File: config.mk
export PLATFORM = sky130hd
export DESIGN_NAME = acc_bank
export DESIGN_NICKNAME = d
export VERILOG_FILES = /design/src/rtl/acc_bank.sv
export SDC_FILE = /design/constraint.sdc
export NUM_CORES = 1
export LEC_CHECK = 0
export BUFFER_PORTS_ARGS = -buffer_cell sky130_fd_sc_hd__buf_2
export CAP_MARGIN = 20
export CORE_MARGIN = 3
export CORE_UTILIZATION = 30
export CTS_CLUSTER_SIZE = 24
export DETAILED_ROUTE_END_ITERATION = 8
export PLACE_DENSITY = 0.5
export SLEW_MARGIN = 15
export SYNTH_ARGS = -nofsm -noshare
export SYNTH_HDL_FRONTEND = slang
export SYNTH_SLANG_ARGS = --single-unit
File: constraint.sdc
create_clock -name clk -period 3.45 [get_ports clk]
set_input_delay 0 -clock clk [delete_from_list [all_inputs] [get_ports clk]]
set_output_delay 0 -clock clk [all_outputs]
set_load 0.02 [all_outputs]
File: src/rtl/acc_bank.sv
// acc_bank: NUM_ACC independent WIDTH-bit accumulators with ALU ops, bit-serial shifts and flags.
// Build option: define ACC_BANK_SAT_EN to make ADD/SUB saturate on signed overflow.
module acc_bank #(
    parameter int WIDTH   = 16,
    parameter int NUM_ACC = 4,
    parameter int SEL_W   = 2,
    parameter int CNT_W   = 5
) (
    input  logic             clk,
    input  logic             rst,
    input  logic             in_valid,
    output logic             in_ready,
    input  logic [3:0]       op,
    input  logic [SEL_W-1:0] sel,
    input  logic [WIDTH-1:0] in,
    output logic [WIDTH-1:0] acc,
    output logic [SEL_W-1:0] acc_idx,
    output logic             out_valid,
    output logic             err,
    output logic             flag_z,
    output logic             flag_n,
    output logic             flag_c,
    output logic             flag_v
);
    localparam logic [3:0] OP_LOAD = 4'd0;
    localparam logic [3:0] OP_ADD  = 4'd1;
    localparam logic [3:0] OP_SUB  = 4'd2;
    localparam logic [3:0] OP_AND  = 4'd3;
    localparam logic [3:0] OP_OR   = 4'd4;
    localparam logic [3:0] OP_XOR  = 4'd5;
    localparam logic [3:0] OP_CLR  = 4'd6;
    localparam logic [3:0] OP_SHL  = 4'd7;
    localparam logic [3:0] OP_SHR  = 4'd8;
    localparam logic [3:0] OP_ASR  = 4'd9;
    localparam logic [3:0] OP_READ = 4'd10;

    localparam logic [SEL_W:0]   NUM_ACC_L = (SEL_W+1)'(NUM_ACC);
    localparam logic [CNT_W-1:0] WIDTH_C   = CNT_W'(WIDTH);

    typedef enum logic {IDLE, SHIFT} state_t;
    typedef enum logic [1:0] {SH_L, SH_R, SH_A} shk_t;

    state_t                         state_q, state_d;
    shk_t                           shk_q, shk_d;
    logic [NUM_ACC-1:0][WIDTH-1:0]  bank_q, bank_d;
    logic [WIDTH-1:0]               work_q, work_d;
    logic [CNT_W-1:0]               cnt_q, cnt_d;
    logic [SEL_W-1:0]               ssel_q, ssel_d;
    logic [WIDTH-1:0]               acc_q, acc_d;
    logic [SEL_W-1:0]               idx_q, idx_d;
    logic                           z_q, z_d, n_q, n_d, c_q, c_d, v_q, v_d;
    logic                           ov_q, ov_d, err_q, err_d;

    logic [WIDTH-1:0] cur, res, step_val;
    logic [WIDTH:0]   sum_ext, dif_ext;
    logic [CNT_W-1:0] amt;
    logic [SEL_W-1:0] done_sel;
    logic             res_c, res_v, step_out, wr_en, done, legal;

    always_comb begin
        state_d  = state_q;
        shk_d    = shk_q;
        bank_d   = bank_q;
        work_d   = work_q;
        cnt_d    = cnt_q;
        ssel_d   = ssel_q;
        acc_d    = acc_q;
        idx_d    = idx_q;
        z_d      = z_q;
        n_d      = n_q;
        c_d      = c_q;
        v_d      = v_q;
        ov_d     = 1'b0;
        err_d    = 1'b0;
        res      = '0;
        res_c    = 1'b0;
        res_v    = 1'b0;
        wr_en    = 1'b0;
        done     = 1'b0;
        done_sel = sel;

        cur     = bank_q[sel];
        sum_ext = {1'b0, cur} + {1'b0, in};
        dif_ext = {1'b0, cur} - {1'b0, in};
        amt     = (in[CNT_W-1:0] > WIDTH_C) ? WIDTH_C : in[CNT_W-1:0];
        legal   = (op <= OP_READ) && ({1'b0, sel} < NUM_ACC_L);

        // one bit per SHIFT cycle; step_out is the bit leaving the word
        case (shk_q)
            SH_L: begin
                step_val = {work_q[WIDTH-2:0], 1'b0};
                step_out = work_q[WIDTH-1];
            end
            SH_R: begin
                step_val = {1'b0, work_q[WIDTH-1:1]};
                step_out = work_q[0];
            end
            default: begin
                step_val = {work_q[WIDTH-1], work_q[WIDTH-1:1]};
                step_out = work_q[0];
            end
        endcase

        if (state_q == SHIFT) begin
            work_d = step_val;
            cnt_d  = cnt_q - CNT_W'(1);
            if (cnt_q == CNT_W'(1)) begin
                res      = step_val;
                res_c    = step_out;
                wr_en    = 1'b1;
                done     = 1'b1;
                done_sel = ssel_q;
                state_d  = IDLE;
            end
        end else if (in_valid) begin
            if (!legal) begin
                ov_d  = 1'b1;
                err_d = 1'b1;
            end else begin
                done  = 1'b1;
                wr_en = 1'b1;
                case (op)
                    OP_LOAD: res = in;
                    OP_ADD: begin
                        res   = sum_ext[WIDTH-1:0];
                        res_c = sum_ext[WIDTH];
                        res_v = (cur[WIDTH-1] == in[WIDTH-1]) && (res[WIDTH-1] != cur[WIDTH-1]);
                    end
                    OP_SUB: begin
                        res   = dif_ext[WIDTH-1:0];
                        res_c = dif_ext[WIDTH];
                        res_v = (cur[WIDTH-1] != in[WIDTH-1]) && (res[WIDTH-1] != cur[WIDTH-1]);
                    end
                    OP_AND:  res = cur & in;
                    OP_OR:   res = cur | in;
                    OP_XOR:  res = cur ^ in;
                    OP_CLR:  res = '0;
                    OP_SHL, OP_SHR, OP_ASR: begin
                        // zero amount completes immediately with the value unchanged
                        res = cur;
                        if (amt != '0) begin
                            done    = 1'b0;
                            wr_en   = 1'b0;
                            work_d  = cur;
                            cnt_d   = amt;
                            ssel_d  = sel;
                            shk_d   = (op == OP_SHL) ? SH_L : (op == OP_SHR) ? SH_R : SH_A;
                            state_d = SHIFT;
                        end
                    end
                    OP_READ: begin
                        res   = cur;
                        wr_en = 1'b0;
                    end
                    default: res = cur;
                endcase
`ifdef ACC_BANK_SAT_EN
                // overflow direction follows the sign of the current accumulator
                if (((op == OP_ADD) || (op == OP_SUB)) && res_v)
                    res = cur[WIDTH-1] ? {1'b1, {(WIDTH-1){1'b0}}} : {1'b0, {(WIDTH-1){1'b1}}};
`endif
            end
        end

        if (wr_en)
            bank_d[done_sel] = res;
        if (done) begin
            acc_d = res;
            idx_d = done_sel;
            z_d   = (res == '0);
            n_d   = res[WIDTH-1];
            c_d   = res_c;
            v_d   = res_v;
            ov_d  = 1'b1;
        end
    end

    always_ff @(posedge clk or negedge rst) begin
        if (!rst) begin
            state_q <= IDLE;
            shk_q   <= SH_L;
            bank_q  <= '0;
            work_q  <= '0;
            cnt_q   <= '0;
            ssel_q  <= '0;
            acc_q   <= '0;
            idx_q   <= '0;
            z_q     <= 1'b0;
            n_q     <= 1'b0;
            c_q     <= 1'b0;
            v_q     <= 1'b0;
            ov_q    <= 1'b0;
            err_q   <= 1'b0;
        end else begin
            state_q <= state_d;
            shk_q   <= shk_d;
            bank_q  <= bank_d;
            work_q  <= work_d;
            cnt_q   <= cnt_d;
            ssel_q  <= ssel_d;
            acc_q   <= acc_d;
            idx_q   <= idx_d;
            z_q     <= z_d;
            n_q     <= n_d;
            c_q     <= c_d;
            v_q     <= v_d;
            ov_q    <= ov_d;
            err_q   <= err_d;
        end
    end

    assign in_ready  = (state_q == IDLE);
    assign acc       = acc_q;
    assign acc_idx   = idx_q;
    assign out_valid = ov_q;
    assign err       = err_q;
    assign flag_z    = z_q;
    assign flag_n    = n_q;
    assign flag_c    = c_q;
    assign flag_v    = v_q;

endmodule
==> run_results.csv, run 1 <==
group,metric,value,unit
power_and_ir_drop,vdd_drop_max,0.340,mV
sta,tightest_slew,0.946,ns
run,cap_violations,0,
power_and_ir_drop,p_leak,5.21,nW
synth,syn_avg_cell_area,9.58,µm²
detailed_routing,drtAntennaViolNets,0,
place,post_dp_cell_area,10200,µm²
critical_path,r2r_start,"bank_q[50]",
finish,nFillCells,2666,
detailed_routing,wl_per_cell,18.6,µm
synth,yosysWarnings,0,
critical_path,crit_arrival,4.09,ns
detailed_routing,drc,0,
clock_tree,htreeDepth,4,
detailed_routing,vias,7415,
sta,whs,0.162,ns
sta,period_share,110,%
synth,synth_flop_cell,"dfrtp_1",
critical_path,r2r_setup_slack,-0.33,ns
floorplan,rows,60,
place,post-place-ws,-0.517,ns
outcome,status,"finished, violations left",
detailed_routing,viasPerCell,5.12,
floorplan,die_height,172,µm
global_route,grtUsageTotal,18.1,%
finish,antenna_cells,0,
critical_path,endpoint,"flag_z",
finish,final_area,11200,µm²
outcome,violations,"setup timing",
critical_path,crit_path_end_kind,"flip-flop",
clock_tree,clockBufferDepth,2,
clock_tree,cts.clk_slew.worst_paths,0.05,ns
critical_path,path_class,"flip-flop to flip-flop",
finish,area_growth,35.4,%
sta,skew,0.00772,ns
global_route,gr-total-overflow,0,
power_and_ir_drop,cellPowerDensity,616,nW/µm²
finish,final_cell_mix,"173 x buf_4, 113 x dfrtp_1, 75 x mux2_2, 71 x o21ai_0, 67 x nand2_1",
floorplan,die_area,29700,µm²
place,port_buffers,49,
finish,final_common_cell,"buf_4",
critical_path,start_kind,"flip-flop",
synth,synthArstFlopShare,100,%
global_route,grt_pass1_vias,7252,
critical_path,r2r_cells,15,
place,dp_hpwl,20600,µm
clock_tree,clock_latency,0.40,ns
synth,synth_area_leaders,"dfrtp_1 34%, mux2_2 11%, ha_1 9.5%",
global_route,grt_pass1_wl,41600,µm
critical_path,rr_endpoint,"flag_z",
sta,min_period,3.78,ns
place,gp_congestion,0.922,
sta,setup_slack,-0.333,ns
detailed_routing,first_pass_iters,5,
synth,yosys.area.top_type,"dfrtp_1",
floorplan,start_util,30.6,%
floorplan,die_w,172,µm
finish,nets,1157,
synth,synth_edf_count,0,
critical_path,crit_path_start,"bank_q[50]",
floorplan,io_pins,50,
synth,ys_ff_latch,113,
clock_tree,clockRootBuffer,"clkbuf_16",
sta,hold_viol,0,
detailed_routing,dr.first_iter.drc_count,459,
synth,synth_cell_types,76,
synth,synth_area,8300,µm²
critical_path,crit_fanout,3,
floorplan,core_area,27100,µm²
finish,drive_gt1_share,40.8,%
hold_path,hold_path_class,"primary input to flip-flop",
sta,fmax,0.264,GHz
synth,synth_top_area_share,34.1,%
finish,regArea,2830,µm²
synth,seq_area_frac_synth,34.1,%
sta,rsz0062_at_grt,"true",
sta,relSlewSlack,36.8,%
sta,slew_viol_final,0,
finish,final_core_util,41.5,%
detailed_routing,wirelength,27000,µm
synth,synth_cells,866,
sta,finalSetupViolations,19,
global_route,antenna_found_initial,0,
global_route,grt_max_degree,114,
clock_tree,cts_tree,"yes",
clock_tree,cts_sinks,113,
clock_tree,cts_buffers,17,
critical_path,cp.required,3.76,ns
synth,syn_nets,956,
finish,multiInputGateArea,5450,µm²
power by group:
group          leakage [nW]  internal, mW  switching (mW)
registers              1.53          1.70           0.258
clock network         0.291          1.14           0.556
logic                  3.39          1.55            1.71
total                  5.21          4.39            2.53
worst max-delay path: stages (launching register included):
cell and delay (ns):
dfrtp_1 0.39, mux4_2 0.56, inv_4 0.12, ha_4 0.21, nor2b_2 0.24, nor3_2 0.10
buf_4 0.14, o31ai_1 0.21, buf_4 0.15, xnor2_1 0.12, o2111ai_2 0.18, o2bb2ai_2 0.19
and3b_1 0.24, nand4b_1 0.12, or4_4 0.55, o31ai_2 0.18
sequential cells by signal (all words and copies together), names as in the netlist:
name,flops
bank_q,64
work_q,16
shk_q,2
out_valid,1
ssel_q,2
acc_idx,2
state_q,1
acc,16
err,1
flag_z,1
cnt_q,5
flag_v,1
flag_c,1
cells in the mapped netlist (6+ instances only):
cell and number:
a211oi_1 10, a21oi_1 53, a31oi_1 12, buf_1 7
buf_2 15, clkbuf_1 22, dfrtp_1 113, ha_1 63
inv_1 56, mux2_2 80, mux2i_1 19, mux4_2 16
nand2_1 70, nand3_1 12, nor2_1 55, nor2b_1 6
nor3_1 16, o211ai_1 14, o21ai_0 73, o21ai_1 6
o21bai_1 7, o221ai_1 6, o22ai_1 7, xnor2_1 16
xor2_1 6
metal layers:
metal	GRT usage, %	part of all wire (%)
met5	0	0
met4	4.89	1.8
met3	2.93	5.3
met2	27.7	44
met1	26.7	49
final cells by class:
| cell class | count | share of cell area, % |
|---|---|---|
| multi-input cells | 646 | 48.5 |
| well taps | 372 | 4.14 |
| repair buffers | 232 | 15.1 |
| clock buffers | 23 | 4.43 |
| inverters | 57 | 1.95 |
| clock inverters | 6 | 0.713 |
| flip-flops and latches | 113 | 25.2 |
kinds of logic (layout without fill, tap and decap cells):
logic type	Yosys count	in the layout	share of synthesized area (%)
AOI/OAI and AO/OA	238	238	18.5
and+or+nand+nor	206	206	12.2
muxes	115	115	17.5
DFF	113	113	34.1
buffers and inverters	107	318	5.47
adders and majority gates	65	65	9.98
xor gates and xnor gates	22	22	2.32
stage by stage:
stage          total power, mW  std cells  TNS [ns]
6_report                  6.92       1449     -3.48
5_1_grt                   7.34       1449     -5.93
4_1_cts                   6.80       1441     -3.35
3_5_place_dp              4.96       1402     -6.31
3_3_place_gp              4.95       1402     -6.34
2_1_floorplan             3.68        866   -0.0274
worst min path at each step:
stage | start | end | slack [ns] | depth (start not counted)
2_1_floorplan | rst | acc[0] | -0.30 | 0
4_1_cts | op[3] | err | 0.15 | 3
3_3_place_gp | rst | acc[2] | 0.14 | 2
5_1_grt | op[3] | err | 0.18 | 3
6_report | op[3] | err | 0.16 | 3
3_5_place_dp | rst | acc[2] | 0.14 | 2
timing repair:
action                                 4_1_cts  5_1_grt
setup endpoints to repair                   26       32
hold buffers                                 2        0
buffers inserted                             8        8
endpoints found under the hold margin      115        0
resized for setup                           31       41
pin swaps                                   24       33
gates cloned                                 0        0
Note: power is estimated with default switching activity, not from simulation.
==> run 2: changes to the inputs <==
--- a/config.mk
+++ b/config.mk
@@ -8,10 +8,10 @@
 export BUFFER_PORTS_ARGS = -buffer_cell sky130_fd_sc_hd__buf_2
 export CAP_MARGIN = 20
 export CORE_MARGIN = 3
-export CORE_UTILIZATION = 30
+export CORE_UTILIZATION = 45
 export CTS_CLUSTER_SIZE = 24
 export DETAILED_ROUTE_END_ITERATION = 8
-export PLACE_DENSITY = 0.5
+export PLACE_DENSITY = 0.67
 export SLEW_MARGIN = 15
 export SYNTH_ARGS = -nofsm -noshare
 export SYNTH_HDL_FRONTEND = slang
==> run_results.csv, run 2 (synthesized netlist as in run 1, its figures left out) <==
group,metric,value,unit
outcome,status,"finished, violations left",
outcome,violations,"setup timing",
place,port_buffers,49,
sta,period_share,111,%
sta,skew,0.00647,ns
hold_path,hold_path_class,"primary input to flip-flop",
finish,final_cell_mix,"152 x buf_4, 113 x dfrtp_1, 69 x nand2_1, 67 x o21ai_0, 63 x mux2_2",
critical_path,critPathSlowestCell,"or4_4",
detailed_routing,vias,7697,
critical_path,crit_top_cell,"inv_2",
power_and_ir_drop,cellPowerDensity,634,nW/µm²
clock_tree,cts.clk_slew.worst_paths,0.05,ns
clock_tree,cts_sinks,113,
place,dp_hpwl,19100,µm
detailed_routing,wirelength,26300,µm
sta,tns,-2.68,ns
sta,hold_viol,0,
global_route,antenna_found_initial,0,
sta,slew_viol_final,0,
floorplan,start_util,46.0,%
place,gp_congestion,0.984,
sta,setup_slack,-0.382,ns
sta,rsz0062_at_grt,"true",
floorplan,die_height,142,µm
detailed_routing,wl_per_cell,20.4,µm
critical_path,max_stage_delay,0.56,ns
detailed_routing,drtAntennaViolNets,0,
sta,relSlewSlack,37.8,%
critical_path,crit_fanout,4,
finish,area_growth,31.9,%
floorplan,rows,49,
critical_path,path_class,"flip-flop to flip-flop",
sta,tightest_slew,0.932,ns
clock_tree,cts_tree,"yes",
floorplan,die_w,142,µm
finish,regMostFlops,"bank_q",
floorplan,core_area,18000,µm²
global_route,grtUsageTotal,26.3,%
finish,nets,1137,
power_and_ir_drop,p_leak,5.12,nW
critical_path,crit_arrival,4.15,ns
global_route,gr-total-overflow,0,
critical_path,crit_buf_inv,2,
place,post_dp_cell_area,9760,µm²
critical_path,start_kind,"flip-flop",
finish,final_common_cell,"buf_4",
run,cap_violations,0,
critical_path,worstPathCellList,"mux4_2 > inv_2 > ha_4 > inv_2 > fa_2 > nor2b_4 > o21ai_4 > nand2_4 > a31oi_4 > o31ai_4 > xnor2_1 > a221oi_2 > nor2_1 > or4_4 > o31ai_2",
finish,antenna_cells,0,
clock_tree,clockBufferDepth,2,
floorplan,io_pins,50,
clock_tree,htreeDepth,4,
sta,min_period,3.83,ns
sta,fmax,0.261,GHz
critical_path,crit_path_end_kind,"flip-flop",
detailed_routing,viasPerCell,5.98,
clock_tree,clockRootBuffer,"clkbuf_16",
clock_tree,clock_latency,0.41,ns
detailed_routing,drc,0,
finish,drive_gt1_share,39.2,%
global_route,grt_pass1_vias,7640,
global_route,grt_max_degree,46,
clock_tree,cts_buffers,17,
finish,final_area,10900,µm²
floorplan,die_area,20100,µm²
place,post-place-ws,-0.414,ns
sta,whs,0.0431,ns
detailed_routing,first_pass_iters,7,
finish,largest_reg_flops,64,
detailed_routing,dr.first_iter.drc_count,691,
power_and_ir_drop,vdd_drop_max,0.459,mV
sta,finalSetupViolations,20,
global_route,grt_pass1_wl,41500,µm
critical_path,cp.required,3.77,ns
finish,nFillCells,1526,
critical_path,path_delay_family,"compound AO/OA/AOI/OAI gates",
-- run 2: area by class of cell --
type / count / area [µm²] / share of cell area, %
clock inverter: 5 / 75.1 / 0.686
tap: 229 / 287 / 2.62
inverter: 57 / 214 / 1.96
clock buffer: 25 / 515 / 4.71
sequential: 113 / 2830 / 25.8
multi-input combinational: 646 / 5510 / 50.3
timing repair buffer: 212 / 1520 / 13.9
-- run 2: worst paths after layout --
kind / startpoint / to / slack [ns] / cells past startpoint
max: bank_q[48] / flag_z / -0.38 / 15
min: op[3] / err / 0.04 / 3
max reg2reg: bank_q[48] / flag_z / -0.38 / 15
min reg2reg: bank_q[36] / bank_q[36] / 0.50 / 1
max in group asynchronous: rst / work_q[15] / 2.42 / 3
min in group asynchronous: rst / cnt_q[3] / 0.11 / 2
-- run 2: repair_timing --
action                                  in CTS  in global routing
endpoints found under the setup margin      27                 33
resized for setup                           60                 31
hold buffers                                 2                  0
buffers inserted                            15                  8
pin swaps                                   41                 33
endpoints found under the hold margin       43                  0
-- run 2: through the flow --
stage                     util (%)  power, mW  instances
after detailed placement      54.1       4.82       1236
after floorplan                  -       3.68        866
final                         60.7       6.93       1287
after global routing          60.7       7.33       1287
after CTS                     59.8       6.82       1281
after global placement        54.1       4.77       1236
-- run 2: worst register-to-register path, stage by stage, from the launching register on --
cell	delay, ns
dfrtp_1	0.37
mux4_2	0.53
inv_2	0.11
ha_4	0.14
inv_2	0.04
fa_2	0.36
nor2b_4	0.15
o21ai_4	0.18
nand2_4	0.10
a31oi_4	0.24
o31ai_4	0.12
xnor2_1	0.15
a221oi_2	0.38
nor2_1	0.11
or4_4	0.56
o31ai_2	0.22
-- run 2: report_power, final --
part	switching [mW]	internal, mW	leakage [nW]
Clock	0.581	1.17	0.295
Combinational	1.72	1.51	3.30
Sequential	0.257	1.70	1.53
-- run 2: metal layers --
layer / global-route usage (%) / wire, µm / vias up
met5: 0 / 0 / -
met4: 9.80 / 738 / 0
met3: 5.36 / 1720 / 60
met2: 41.3 / 12200 / 301
met1: 35.9 / 11700 / 3806
li1: - / - / 3530
==> run 3: changes to the inputs <==
--- a/config.mk
+++ b/config.mk
@@ -7,8 +7,8 @@
 export LEC_CHECK = 0
 export BUFFER_PORTS_ARGS = -buffer_cell sky130_fd_sc_hd__buf_2
 export CAP_MARGIN = 20
-export CORE_MARGIN = 3
 export CORE_UTILIZATION = 45
+export CTS_BUF_LIST = sky130_fd_sc_hd__clkbuf_8
 export CTS_CLUSTER_SIZE = 24
 export DETAILED_ROUTE_END_ITERATION = 8
 export PLACE_DENSITY = 0.67
==> run_results.csv, run 3 (synthesized netlist as in run 1, its figures left out) <==
group,metric,value,unit
detailed_routing,drtAntennaViolNets,0,
detailed_routing,dr.first_iter.drc_count,761,
global_route,grt_pass1_wl,38800,µm
global_route,grtUsageTotal,27.2,%
critical_path,max_stage_delay,0.56,ns
critical_path,cp.required,3.81,ns
sta,rsz0062_at_grt,"true",
critical_path,critPathSlowestCell,"or4_4",
place,post_dp_cell_area,9850,µm²
finish,final_common_cell,"buf_4",
critical_path,path_delay_family,"simple AND/OR/NAND/NOR gates",
global_route,met2_usage,41.8,%
sta,tightest_slew,0.854,ns
global_route,antenna_found_initial,0,
global_route,grt_pass1_vias,7133,
clock_tree,cts_buffers,17,
run,cap_violations,0,
detailed_routing,drc,0,
clock_tree,clockBufferDepth,2,
detailed_routing,viasPerCell,5.82,
place,dp_hpwl,18700,µm
global_route,gr-total-overflow,0,
power_and_ir_drop,cellPowerDensity,606,nW/µm²
critical_path,worstPathCellList,"mux4_2 > inv_2 > ha_4 > inv_2 > fa_2 > nor2b_4 > nor2_1 > o21bai_1 > xnor2_1 > a221oi_2 > o22ai_2 > nor3_4 > nand4b_1 > or4_4 > o31ai_4",
power_and_ir_drop,pwr-share-seq,30.1,%
clock_tree,cts.clk_slew.worst_paths,0.08,ns
global_route,top_usage_layer,"met2",
critical_path,crit_buf_inv,2,
critical_path,crit_top_cell,"inv_2",
power_and_ir_drop,pwr-share-comb,48.6,%
global_route,grt_max_degree,63,
finish,regArea,2830,µm²
power_and_ir_drop,p_leak,5.03,nW
global_route,gr-usage-met3,4.71,%
floorplan,core_area,18000,µm²
floorplan,die_height,138,µm
outcome,status,"finished, violations left",
critical_path,crit_fanout,3,
clock_tree,cts_tree,"yes",
sta,slew_viol_final,0,
critical_path,start_kind,"flip-flop",
critical_path,r2r_setup_slack,-0.33,ns
place,port_buffers,49,
finish,drive_gt1_share,39.0,%
clock_tree,clock_latency,0.45,ns
floorplan,io_pins,50,
power_and_ir_drop,power_frac_clock,21.2,%
finish,antenna_cells,0,
finish,area_growth,29.7,%
finish,final_cell_mix,"154 x buf_4, 113 x dfrtp_1, 76 x mux2_2, 70 x o21ai_0, 69 x nand2_1",
finish,largest_reg_flops,64,
power_and_ir_drop,power.internal,4.06,mW
place,gp_congestion,0.963,
floorplan,die_w,138,µm
sta,fmax,0.264,GHz
detailed_routing,wirelength,25100,µm
sta,finalSetupViolations,16,
critical_path,path_class,"flip-flop to flip-flop",
power_and_ir_drop,swShare,37.8,%
clock_tree,clockRootBuffer,"clkbuf_8",
place,post-place-ws,-0.490,ns
critical_path,crit_arrival,4.15,ns
floorplan,start_util,46.0,%
critical_path,crit_path_end_kind,"flip-flop",
finish,nFillCells,1544,
detailed_routing,first_pass_iters,5,
sta,hold_viol,0,
power_and_ir_drop,vdd_drop_max,0.442,mV
finish,regMostFlops,"bank_q",
global_route,grt_use_met1,39.0,%
power_and_ir_drop,switchingPower,2.46,mW
hold_path,hold_path_class,"primary input to flip-flop",
clock_tree,htreeDepth,4,
finish,multiInputGateArea,5430,µm²
sta,skew,0.0164,ns
finish,nets,1138,
sta,setup_slack,-0.332,ns
sta,min_period,3.78,ns
outcome,violations,"setup timing",
detailed_routing,wl_per_cell,19.5,µm
floorplan,rows,49,
detailed_routing,vias,7513,
sta,relSlewSlack,43.0,%
finish,final_area,10800,µm²
sta,period_share,110,%
floorplan,die_area,19000,µm²
clock_tree,cts_sinks,113,
run 3: layout make-up:
type | count | area share, %
flip-flops and latches | 113 | 26.3
clock inverters | 11 | 1.49
well taps | 229 | 2.66
multi-input cells | 646 | 50.5
inverters | 57 | 2.01
clock buffers | 21 | 2.69
repair buffers | 213 | 14.4
run 3: final timing paths:
| path | from | to | depth (start not counted) |
|---|---|---|---|
| worst max-delay path | bank_q[48] | flag_z | 15 |
| worst min-delay path | op[3] | out_valid | 3 |
| worst max register to register | bank_q[48] | flag_z | 15 |
| worst min register to register | acc[10] | acc[10] | 1 |
| max in group asynchronous | rst | bank_q[57] | 3 |
| min in group asynchronous | rst | cnt_q[2] | 2 |
run 3: through the flow:
step	hold slack (ns)	total power [mW]	util [%]	setup TNS (ns)	cells
after detailed placement	0.0791	4.87	54.6	-4.80	1243
after CTS	0.00728	6.39	58.6	-3.23	1286
after global placement	0.0793	4.82	54.6	-3.99	1243
final	0.0647	6.52	59.7	-2.36	1290
after global routing	0.0636	6.90	59.7	-5.15	1290
after floorplan	-0.296	3.68	-	-0.0274	866
run 3: power groups by stage:
stage,Sequential [mW],Clock (mW),Combinational [mW]
2_1_floorplan,2.00,0,1.68
3_3_place_gp,1.96,0,2.85
3_5_place_dp,1.98,0,2.89
4_1_cts,1.96,1.41,3.02
5_1_grt,2.00,1.47,3.43
6_report,1.96,1.38,3.17
run 3: worst min-delay path, delay by kind of cell:
| kind | cells | cell delay [ns] |
|---|---|---|
| buffers and inverters | 1 | 0.21 |
| AO/OA/AOI/OAI | 2 | 0.24 |
run 3: what timing repair did:
item | 4_1_cts | 5_1_grt
gates resized for setup | 31 | 34
setup buffers | 8 | 5
hold buffers | 3 | 0
setup endpoints to repair | 26 | 37
endpoints found under the hold margin | 53 | 0
pin swaps | 25 | 21
run 3: layer usage:
metal | vias up | wire, µm
li1 | 3529 | -
met1 | 3648 | 11500
met2 | 292 | 11400
met3 | 44 | 1580
met4 | 0 | 612
met5 | - | 0
